## src/rtl/led_matrix_driver_pkg.sv

```systemverilog
// Shared types and helpers for the 3x3 mole-lamp matrix driver.
// Addresses use the keypad key-code layout {row[1:0], col[1:0]}.
package led_matrix_pkg;

    localparam int NUM_ROWS = 3;
    localparam int NUM_COLS = 3;
    localparam int NUM_LEDS = NUM_ROWS * NUM_COLS;

    typedef enum logic [1:0] {
        OP_SET     = 2'b00,
        OP_CLR     = 2'b01,
        OP_TGL     = 2'b10,
        OP_CLR_ALL = 2'b11
    } cmd_op_t;

    typedef enum logic {
        ST_BLANK = 1'b0,
        ST_DRIVE = 1'b1
    } scan_state_t;

    function automatic logic [3:0] led_idx(input logic [1:0] r, input logic [1:0] c);
        return ({2'b00, r} * 4'd3) + {2'b00, c};
    endfunction

    // A field value of 3 has no lamp behind it.
    function automatic logic addr_valid(input logic [3:0] a);
        return (a[3:2] != 2'd3) && (a[1:0] != 2'd3);
    endfunction

endpackage

```

## src/rtl/led_matrix_driver_if.sv

```systemverilog
// Lamp command bus between game logic (master) and the matrix driver (slave).
interface led_matrix_driver_if;
    import led_matrix_pkg::*;

    logic        cmd_valid;
    cmd_op_t     cmd_op;
    logic [3:0]  cmd_addr;
    logic        cmd_error;

    modport master (output cmd_valid, output cmd_op, output cmd_addr, input cmd_error);
    modport slave  (input cmd_valid, input cmd_op, input cmd_addr, output cmd_error);

endinterface

```

## src/rtl/led_matrix_driver_scan_timer.sv

```systemverilog
// Loadable up-counter with a terminal-count flag; used for both the
// column prescaler and the inter-column blanking counter.
module scan_timer #(
    parameter int W = 16
) (
    input  logic         clk,
    input  logic         reset,
    input  logic         load,
    input  logic [W-1:0] load_val,
    input  logic         inc,
    input  logic [W-1:0] term,
    output logic         tc
);

    logic [W-1:0] count;

    always_ff @(posedge clk or posedge reset) begin
        if (reset) begin
            count <= '0;
        end else if (load) begin
            count <= load_val;
        end else if (inc) begin
            count <= count + 1'b1;
        end
    end

    assign tc = (count == term);

endmodule

```

## src/rtl/led_matrix_driver.sv

```systemverilog
// 3x3 multiplexed LED matrix driver: command-written frame, per-frame shadow
// snapshot, and column scan with a blanking gap between columns.
module led_matrix_driver
    import led_matrix_pkg::*;
#(
    parameter int SCAN_DIV     = 41666,
    parameter int BLANK_CYCLES = 8
) (
    input  logic                      clk,
    input  logic                      reset,
    input  logic                      enable,
    led_matrix_driver_if.slave        cmd,
    output logic [NUM_COLS-1:0]       column,
    output logic [NUM_ROWS-1:0]       row,
    output logic                      frame_sync
);

    logic [NUM_LEDS-1:0] frame, frame_nxt;
    logic [NUM_LEDS-1:0] shadow, shadow_nxt;
    logic                err_nxt;

    scan_state_t         state, state_nxt;
    logic [1:0]          col, col_nxt;
    logic                load_shadow;

    logic                blank_inc, blank_clr, blank_tc;
    logic                presc_inc, presc_clr, presc_tc;

    logic [NUM_COLS-1:0] column_nxt;
    logic [NUM_ROWS-1:0] row_nxt;

    // Counters only advance inside their own state; holding them at zero
    // elsewhere gives the clear-on-entry behaviour for free.
    always_comb begin
        blank_inc = enable && (state == ST_BLANK) && !blank_tc;
        blank_clr = !blank_inc;
        presc_inc = enable && (state == ST_DRIVE) && !presc_tc;
        presc_clr = !presc_inc;
    end

    scan_timer #(.W(16)) u_prescaler (
        .clk      (clk),
        .reset    (reset),
        .load     (presc_clr),
        .load_val ('0),
        .inc      (presc_inc),
        .term     (16'(SCAN_DIV - 1)),
        .tc       (presc_tc)
    );

    scan_timer #(.W(8)) u_blank_counter (
        .clk      (clk),
        .reset    (reset),
        .load     (blank_clr),
        .load_val ('0),
        .inc      (blank_inc),
        .term     (8'(BLANK_CYCLES - 1)),
        .tc       (blank_tc)
    );

    always_comb begin
        state_nxt = state;
        col_nxt   = col;
        if (!enable) begin
            state_nxt = ST_BLANK;
            col_nxt   = 2'd0;
        end else begin
            unique case (state)
                ST_BLANK: begin
                    if (blank_tc) state_nxt = ST_DRIVE;
                end
                ST_DRIVE: begin
                    if (presc_tc) begin
                        state_nxt = ST_BLANK;
                        col_nxt   = (col == 2'd2) ? 2'd0 : col + 2'd1;
                    end
                end
                default: state_nxt = ST_BLANK;
            endcase
        end
    end

    // The snapshot takes the current frame register, so a command landing
    // on the same edge only shows up in the following frame.
    always_comb begin
        load_shadow = (state == ST_BLANK) && (state_nxt == ST_DRIVE) && (col_nxt == 2'd0);
        shadow_nxt  = load_shadow ? frame : shadow;
    end

    always_comb begin
        frame_nxt = frame;
        err_nxt   = 1'b0;
        if (cmd.cmd_valid) begin
            if (cmd.cmd_op == OP_CLR_ALL) begin
                frame_nxt = '0;
            end else if (!addr_valid(cmd.cmd_addr)) begin
                err_nxt = 1'b1;
            end else begin
                unique case (cmd.cmd_op)
                    OP_SET:  frame_nxt[led_idx(cmd.cmd_addr[3:2], cmd.cmd_addr[1:0])] = 1'b1;
                    OP_CLR:  frame_nxt[led_idx(cmd.cmd_addr[3:2], cmd.cmd_addr[1:0])] = 1'b0;
                    OP_TGL:  frame_nxt[led_idx(cmd.cmd_addr[3:2], cmd.cmd_addr[1:0])] =
                                 !frame[led_idx(cmd.cmd_addr[3:2], cmd.cmd_addr[1:0])];
                    default: frame_nxt = frame;
                endcase
            end
        end
    end

    // Outputs are decoded from next-state values so column and row
    // register together on the same edge as the FSM.
    always_comb begin
        column_nxt = '1;
        row_nxt    = '0;
        for (int c = 0; c < NUM_COLS; c++) begin
            column_nxt[c] = !((state_nxt == ST_DRIVE) && (col_nxt == 2'(c)));
        end
        if (state_nxt == ST_DRIVE) begin
            for (int r = 0; r < NUM_ROWS; r++) begin
                row_nxt[r] = shadow_nxt[led_idx(2'(r), col_nxt)];
            end
        end
    end

    always_ff @(posedge clk or posedge reset) begin
        if (reset) begin
            state         <= ST_BLANK;
            col           <= 2'd0;
            frame         <= '0;
            shadow        <= '0;
            column        <= '1;
            row           <= '0;
            frame_sync    <= 1'b0;
            cmd.cmd_error <= 1'b0;
        end else begin
            state         <= state_nxt;
            col           <= col_nxt;
            frame         <= frame_nxt;
            shadow        <= shadow_nxt;
            column        <= column_nxt;
            row           <= row_nxt;
            frame_sync    <= load_shadow;
            cmd.cmd_error <= err_nxt;
        end
    end

endmodule

```

## src/flat_wrapper.sv

```systemverilog
// flat-port wrapper written by rule: the top's interface ports become plain ports
module led_matrix_driver_flat import led_matrix_pkg::*;
#(
    parameter int SCAN_DIV     = 41666,
    parameter int BLANK_CYCLES = 8
)
  (clk, reset, enable, column, row, frame_sync, cmd_cmd_valid, cmd_cmd_op, cmd_cmd_addr, cmd_cmd_error);
  led_matrix_driver_if cmd_i ();
  input  logic clk;
  input  logic reset;
  input  logic enable;
  output logic [NUM_COLS-1:0] column;
  output logic [NUM_ROWS-1:0] row;
  output logic frame_sync;
  input wire logic [$bits(cmd_i.cmd_valid)-1:0] cmd_cmd_valid;
  input wire logic [$bits(cmd_i.cmd_op)-1:0] cmd_cmd_op;
  input wire logic [$bits(cmd_i.cmd_addr)-1:0] cmd_cmd_addr;
  output wire logic [$bits(cmd_i.cmd_error)-1:0] cmd_cmd_error;
  assign cmd_i.cmd_valid = cmd_cmd_valid;
  assign cmd_i.cmd_op = cmd_cmd_op;
  assign cmd_i.cmd_addr = cmd_cmd_addr;
  assign cmd_cmd_error = cmd_i.cmd_error;
  led_matrix_driver #(.SCAN_DIV(SCAN_DIV), .BLANK_CYCLES(BLANK_CYCLES)) u_core (.clk(clk), .reset(reset), .enable(enable), .cmd(cmd_i), .column(column), .row(row), .frame_sync(frame_sync));
endmodule
```

## config.mk

```make
export PLATFORM = sky130hd
export DESIGN_NAME = led_matrix_driver_flat
export DESIGN_NICKNAME = d
export VERILOG_FILES = /design/src/rtl/led_matrix_driver_pkg.sv /design/src/rtl/led_matrix_driver_if.sv /design/src/rtl/led_matrix_driver_scan_timer.sv /design/src/rtl/led_matrix_driver.sv /design/src/flat_wrapper.sv
export SDC_FILE = /design/constraint.sdc
export NUM_CORES = 1
export LEC_CHECK = 0
export CAP_MARGIN = 15
export CORE_MARGIN = 4
export CORE_UTILIZATION = 50
export CTS_CLUSTER_DIAMETER = 150
export CTS_CLUSTER_SIZE = 16
export DETAILED_ROUTE_END_ITERATION = 8
export HOLD_SLACK_MARGIN = 0.12
export PLACE_DENSITY = 0.79
export SLEW_MARGIN = 10
export SYNTH_ARGS = -nofsm -noshare
export SYNTH_HDL_FRONTEND = slang
export SYNTH_SLANG_ARGS = --single-unit
```

## constraint.sdc

```tcl
create_clock -name clk -period 6.2 [get_ports clk]
set_input_delay 1.55 -clock clk [delete_from_list [all_inputs] [get_ports clk]]
set_output_delay 1.55 -clock clk [all_outputs]
set_load 0.005 [all_outputs]
```

# After elaboration in Yosys (flattened, before gate mapping)
# Cells that the tools add are included.
dict set report word_totals {
  elab_cells 87
  latch_bits 0
  mem_bits_rw 0
  in_bits 10
  n_memories 0
  output_inout_bits 8
  rom_bits 0
  ff_bits 53
}
dict set report classes {
  muxes 29
  mul 1
  div_mod_pow 0
  add_sub_neg 6
  magnitude_cmp 5
  n_reduce_logical 22
  bitwise 4
  n_eq_ne 10
  shifts 0
}
# op n
set ops {}
lappend ops {{two-way mux 9 bit} 3}
lappend ops {{one-hot mux 9 bit (3 select lines)} 1}
lappend ops {{adder 16 x 1 -> 16 bit (second input constant)} 1}
lappend ops {{== test 16 bit (second input constant)} 1}
lappend ops {{two-way mux 16 bit} 1}
lappend ops {{less-than comparator 4 x 5 -> 1 bit (second input constant)} 3}
lappend ops {{binary-select mux 1 bit (select 4 bit)} 3}
lappend ops {{logical AND 1 bit} 11}
lappend ops {{two-way mux 1 bit} 11}
lappend ops {{AND 9 bit} 1}
lappend ops {{bitwise mux 9 bit} 1}
lappend ops {{inverter 9 bit} 1}
lappend ops {{bitwise OR 9 bit} 1}
lappend ops {{adder 8 x 1 -> 8 bit (second input constant)} 1}
lappend ops {{== test 2 bit (second input constant)} 4}
lappend ops {{== test 8 x 3 -> 1 bit (second input constant)} 1}
lappend ops {{two-way mux 2 bit} 4}
lappend ops {{two-way mux 8 bit} 1}
lappend ops {{zero test 1 bit} 6}
lappend ops {{less-than comparator 2 x 5 -> 1 bit (second input constant)} 1}
lappend ops {{adder 3 x 2 -> 4 bit (first input constant)} 1}
lappend ops {{adder 4 x 2 -> 4 bit} 1}
lappend ops {{demux 1 bit (select 4 bit)} 1}
lappend ops {{== test 2 x 1 -> 1 bit (second input constant)} 2}
lappend ops {{other kinds (13)} 15}

# Depth between registers and ports, before layout
dict set report depth {
  ltp_word 11
  ltp_mapped 14
  mapped_depth_nobuf 13
}

# Modules after synthesis
# A second synthesis with hierarchy kept.
dict set report unflattened {
  hier_cells 358
  area_unflattened_um2 3358.2
}
# module instances area_per_inst_um2 seq_area_each_um2 cells_per_inst
set modules_own_cells {}
lappend modules_own_cells {led_matrix_driver 1 1741.7 729.4 172}
lappend modules_own_cells {{scan_timer (u_core.u_prescaler)} 1 1079.8 400.4 124}
lappend modules_own_cells {{scan_timer (u_core.u_blank_counter)} 1 536.8 200.2 62}

# Worst setup path before layout
# OpenSTA, ideal clock, no wires.
dict set report synth_path {
  path_kind {input -> register}
  from {in enable}
  to {reg u_core.row[1]}
  required_time_ns 6.081
  setup_time_ns 0.119
  path_buffers 2
  stages 12
  arrival_ns 4.426
  setup_slack_ns 1.655
  cell_sequence {clkbuf_1 nand2_1 mux2i_1 inv_1 ha_1 nand3b_1 or4_4 buf_6 mux2_4 mux2_2 mux4_2 and2_1}
}
dict set report synth_via {
  elab_chain_len 7
  word_cells_on_any_way 10
  cone_classes {add/sub: 1; mux: 6; reduce/logical: 3}
}
# item line_no
set synth_lines {}
lappend synth_lines {{start: declaration} flat_wrapper.sv:11} ;# input logic enable;
lappend synth_lines {{two-way mux 2 bit} led_matrix_driver.sv:64} ;# if (!enable) begin
lappend synth_lines {{net u_core.col_nxt[0]} led_matrix_driver.sv:23} ;# logic [1:0] col, col_nxt;
lappend synth_lines {{zero test 2 bit} led_matrix_driver.sv:86} ;# load_shadow = (state == ST_BLANK) && (state_nxt == ST_DRIVE) && (col_nxt == 2'd0);
lappend synth_lines {{logical AND 1 bit} led_matrix_driver.sv:86}
lappend synth_lines {{two-way mux 9 bit} led_matrix_driver.sv:87} ;# shadow_nxt = load_shadow ? frame : shadow;
lappend synth_lines {{net u_core.shadow_nxt[4]} led_matrix_driver.sv:19} ;# logic [NUM_LEDS-1:0] shadow, shadow_nxt;
lappend synth_lines {{binary-select mux 1 bit (select 4 bit)} led_matrix_driver.sv:120} ;# row_nxt[r] = shadow_nxt[led_idx(2'(r), col_nxt)];
lappend synth_lines {{two-way mux 1 bit (not written as such)} led_matrix_driver.sv:120}
lappend synth_lines {{two-way mux 3 bit} led_matrix_driver.sv:118} ;# if (state_nxt == ST_DRIVE) begin
lappend synth_lines {{net u_core.row_nxt[1]} led_matrix_driver.sv:30} ;# logic [NUM_ROWS-1:0] row_nxt;
lappend synth_lines {{end signal: assignment} led_matrix_driver.sv:141} ;# row <= row_nxt;
lappend synth_lines {{end: declaration} led_matrix_driver.sv:14} ;# output logic [NUM_ROWS-1:0] row,
# The timed path passes the listed nets, and every way through them passes these cells. The select of a mux whose other input is x is not followed.
# A chain may end at the register's enable or synchronous reset.

# Final worst setup path
# Same ends and word-level chain as after synthesis.

==> results.yml <==
worst_setup_path:
  path_max_fanout: 11
  endpoint_kind: "flop"
  critical_path_class: "input port to flop"
  r2r_setup_slack_ps: 2290
  timing.rr.start: "u_core.u_prescaler.count[1]"
  worst-r2r-cell-count: 13
  r2r-end: "u_core.row[1]"
  critical_path_arrival_ps: 4650
  worst_ep_required_time_ps: 6390
  cp-start-kind: "input port"
cts:
  clk_latency_ps: 300
  cts.hold.buffers_added: 0
  cts_root_buf: "clkbuf_8"
  postCtsSetupBuffers: 0
  htreeDepth: 2
  post_cts_resized: 0
  cts_buffers: 5
  cts_tree: "done"
  cts_sinks: 53
  path_clk_slew_ps: 100
  clockBufferDepth: 2
min_path:
  hold-path-endpoint: "u_core.u_blank_counter.count[0]"
  hold_path_depth: 1
  hp-class: "flop to flop"
  hp-start: "u_core.u_blank_counter.count[0]"
synthesis:
  synth_edf_count: 0
  synth_cell_types: 39
  synthArstFlopShare_pct: 100
  synth_nets: 292
  netlist_instances: 266
  syn_avg_cell_area_um2: 10.7
  synth_area_leaders: "dfrtp_1 (44%), ha_1 (6.2%), mux2i_1 (4.9%)"
  ys.flop_type: "dfrtp_1"
  ys_seq_area_share_pct: 46.9
  synth.top_cell.area_share_pct: 44.1
  ys_warn_count: 0
  synth-seq-cells: 53
  synth_top_cell_by_area: "dfrtp_1"
  synthesis.area_um2: 2840
pwr:
  ir_drop_mv: 0.136
  intPower_uw: 556
  p_sw_share_pct: 22.8
  p_clk_share_pct: 37.6
  power_uw: 720
  p_comb_share_pct: 11.4
  seqPwrFrac_pct: 51.0
  leakagePower_uw: 0.00151
  switchingPower_uw: 165
  powerDensity_nw_per_um2: 225
sta:
  worst_pin_slew_ps: 894
  finClkSkew_ps: 12.5
  hold_violations: 0
  rsz0062_at_grt: "false"
  setup_viol: 0
  drv_slew: 0
  holdWs_ps: 465
  fmax_mhz: 224
  tns_ps: 0
  fin_crit_ps: 4460
  fin_crit_sh_pct: 71.9
  setup_slack_ps: 1740
  slew_headroom_pct: 40.3
global_route:
  grt_use_total_pct: 16.1
  antenna_found_initial: 0
  overflow: 0
  grt_max_degree: 54
  grt_pass1_vias: 1950
  grt_first_pass_wirelength_um: 9180
drt:
  vias_per_cell: 5.42
  drtPass1Iterations: 4
  drc: 0
  vias: 1936
  ant_nets: 0
  drt-initial-drc-count: 136
  routedWlPerCell_um: 14.2
  totalWireLength_um: 5080
die:
  ios: 18
  dieArea_um2: 6940
  core_um2: 5510
  rows: 27
  die_h_um: 83.3
  initial_core_util_pct: 51.5
  die_w_um: 83.3
flow_run:
  maxCapViolations: 0
placement:
  port_buffers: 17
  pre_cts_slack_ps: 1420
  globalplace.congestion: 0.855
  dp_hpwl_um: 3540
layout:
  drive_gt1_share_pct: 11.2
  area_growth_pct: 13.0
  n_antenna_cell: 0
  nets: 310
  final_core_util_pct: 58.2
status:
  outcome: "complete, no violations"
cell families after synthesis:
family,after synthesis,synth area share [%]
xor gates and xnor gates,20,6.18
adders and majority gates,16,7.59
DFF,53,46.9
muxes,22,9.57
and+or+nand+nor,101,18.9
buffers and inverters,28,3.97
AOI/OAI and AO/OA,26,6.93
worst max-delay path, cell delays in order:
cell,delay (ps)
clkdlybuf4s50_1,560
nand2_1,120
mux2i_1,70
buf_4,190
inv_1,130
ha_1,180
nand3b_1,70
or4_4,540
mux2_4,340
mux2_2,270
mux4_2,460
and2_1,170
metal layers:
metal  global-route usage (%)  wire length, µm
met1                     20.8             2370
met2                     27.1             2540
met3                     3.87              142
met4                     4.01               28
met5                        0                0
flip-flops by register name, summed over array words and instances (netlist names):
name and cells:
u_core.row 3, u_core.state 1, u_core.u_prescaler.count 16, u_core.col 2, u_core.column 3, u_core.frame_sync 1
u_core.frame 9, u_core.cmd.cmd_error 1, u_core.shadow 9, u_core.u_blank_counter.count 8
cell type report:
cell class | instances | area, µm²
Fill cell | 436 | 2300
Multi-Input combinational cell | 185 | 1390
Sequential cell | 53 | 1330
Tap cell | 72 | 90.1
Clock inverter | 3 | 65.1
Clock buffer | 5 | 68.8
Inverter | 21 | 80.1
Timing Repair Buffer | 18 | 178
worst max-delay path by stage:
stage,start,to,slack (ps),cells past startpoint
floorplan,enable,u_core.row[1],1650,12
global placement,enable,u_core.row[1],1540,12
detailed placement,enable,u_core.row[1],1420,12
CTS,enable,u_core.row[1],1730,12
global route,enable,u_core.row[1],1570,12
finish,enable,u_core.row[1],1740,12
layout by cell type (no fill, tap or decap), types with 9 or more instances in the layout:
cell / count
dfrtp_1: 50
nor2_1: 33
inv_1: 20
clkdlybuf4s50_1: 17
nand2_1: 14
mux2i_1: 14
ha_1: 14
xor2_1: 11
a21oi_1: 10
nand3_1: 9
xnor2_1: 9
synthesized netlist by cell type (3+ instances only):
cell type,number
o221a_2,8
mux2i_1,14
xor2_1,11
and3_1,7
a21oi_1,10
mux2_2,3
nor2b_1,8
dfstp_2,3
nor3b_1,3
clkbuf_1,6
ha_1,14
nand4_1,6
nand3_1,9
and4_1,3
xnor2_1,9
nor3_1,4
nor4b_1,3
inv_1,21
nand2_1,14
nor2_1,33
mux4_2,3
dfrtp_1,50
per-stage QoR:
step | cell area [µm²] | std cells
after detailed placement | 3070 | 349
after floorplan | 2840 | 266
final | 3210 | 357
after global placement | 3070 | 349
after global routing | 3210 | 357
after CTS | 3200 | 357
power by group through the flow:
stage	registers [µW]	logic (µW)	clock network, µW
after floorplan	370	62.4	0
after detailed placement	374	81.6	0
after global placement	374	80.2	0
after CTS	368	82.2	277
final	368	81.8	271
after global routing	369	93.0	292
Note: power is estimated with default switching activity, not from simulation.
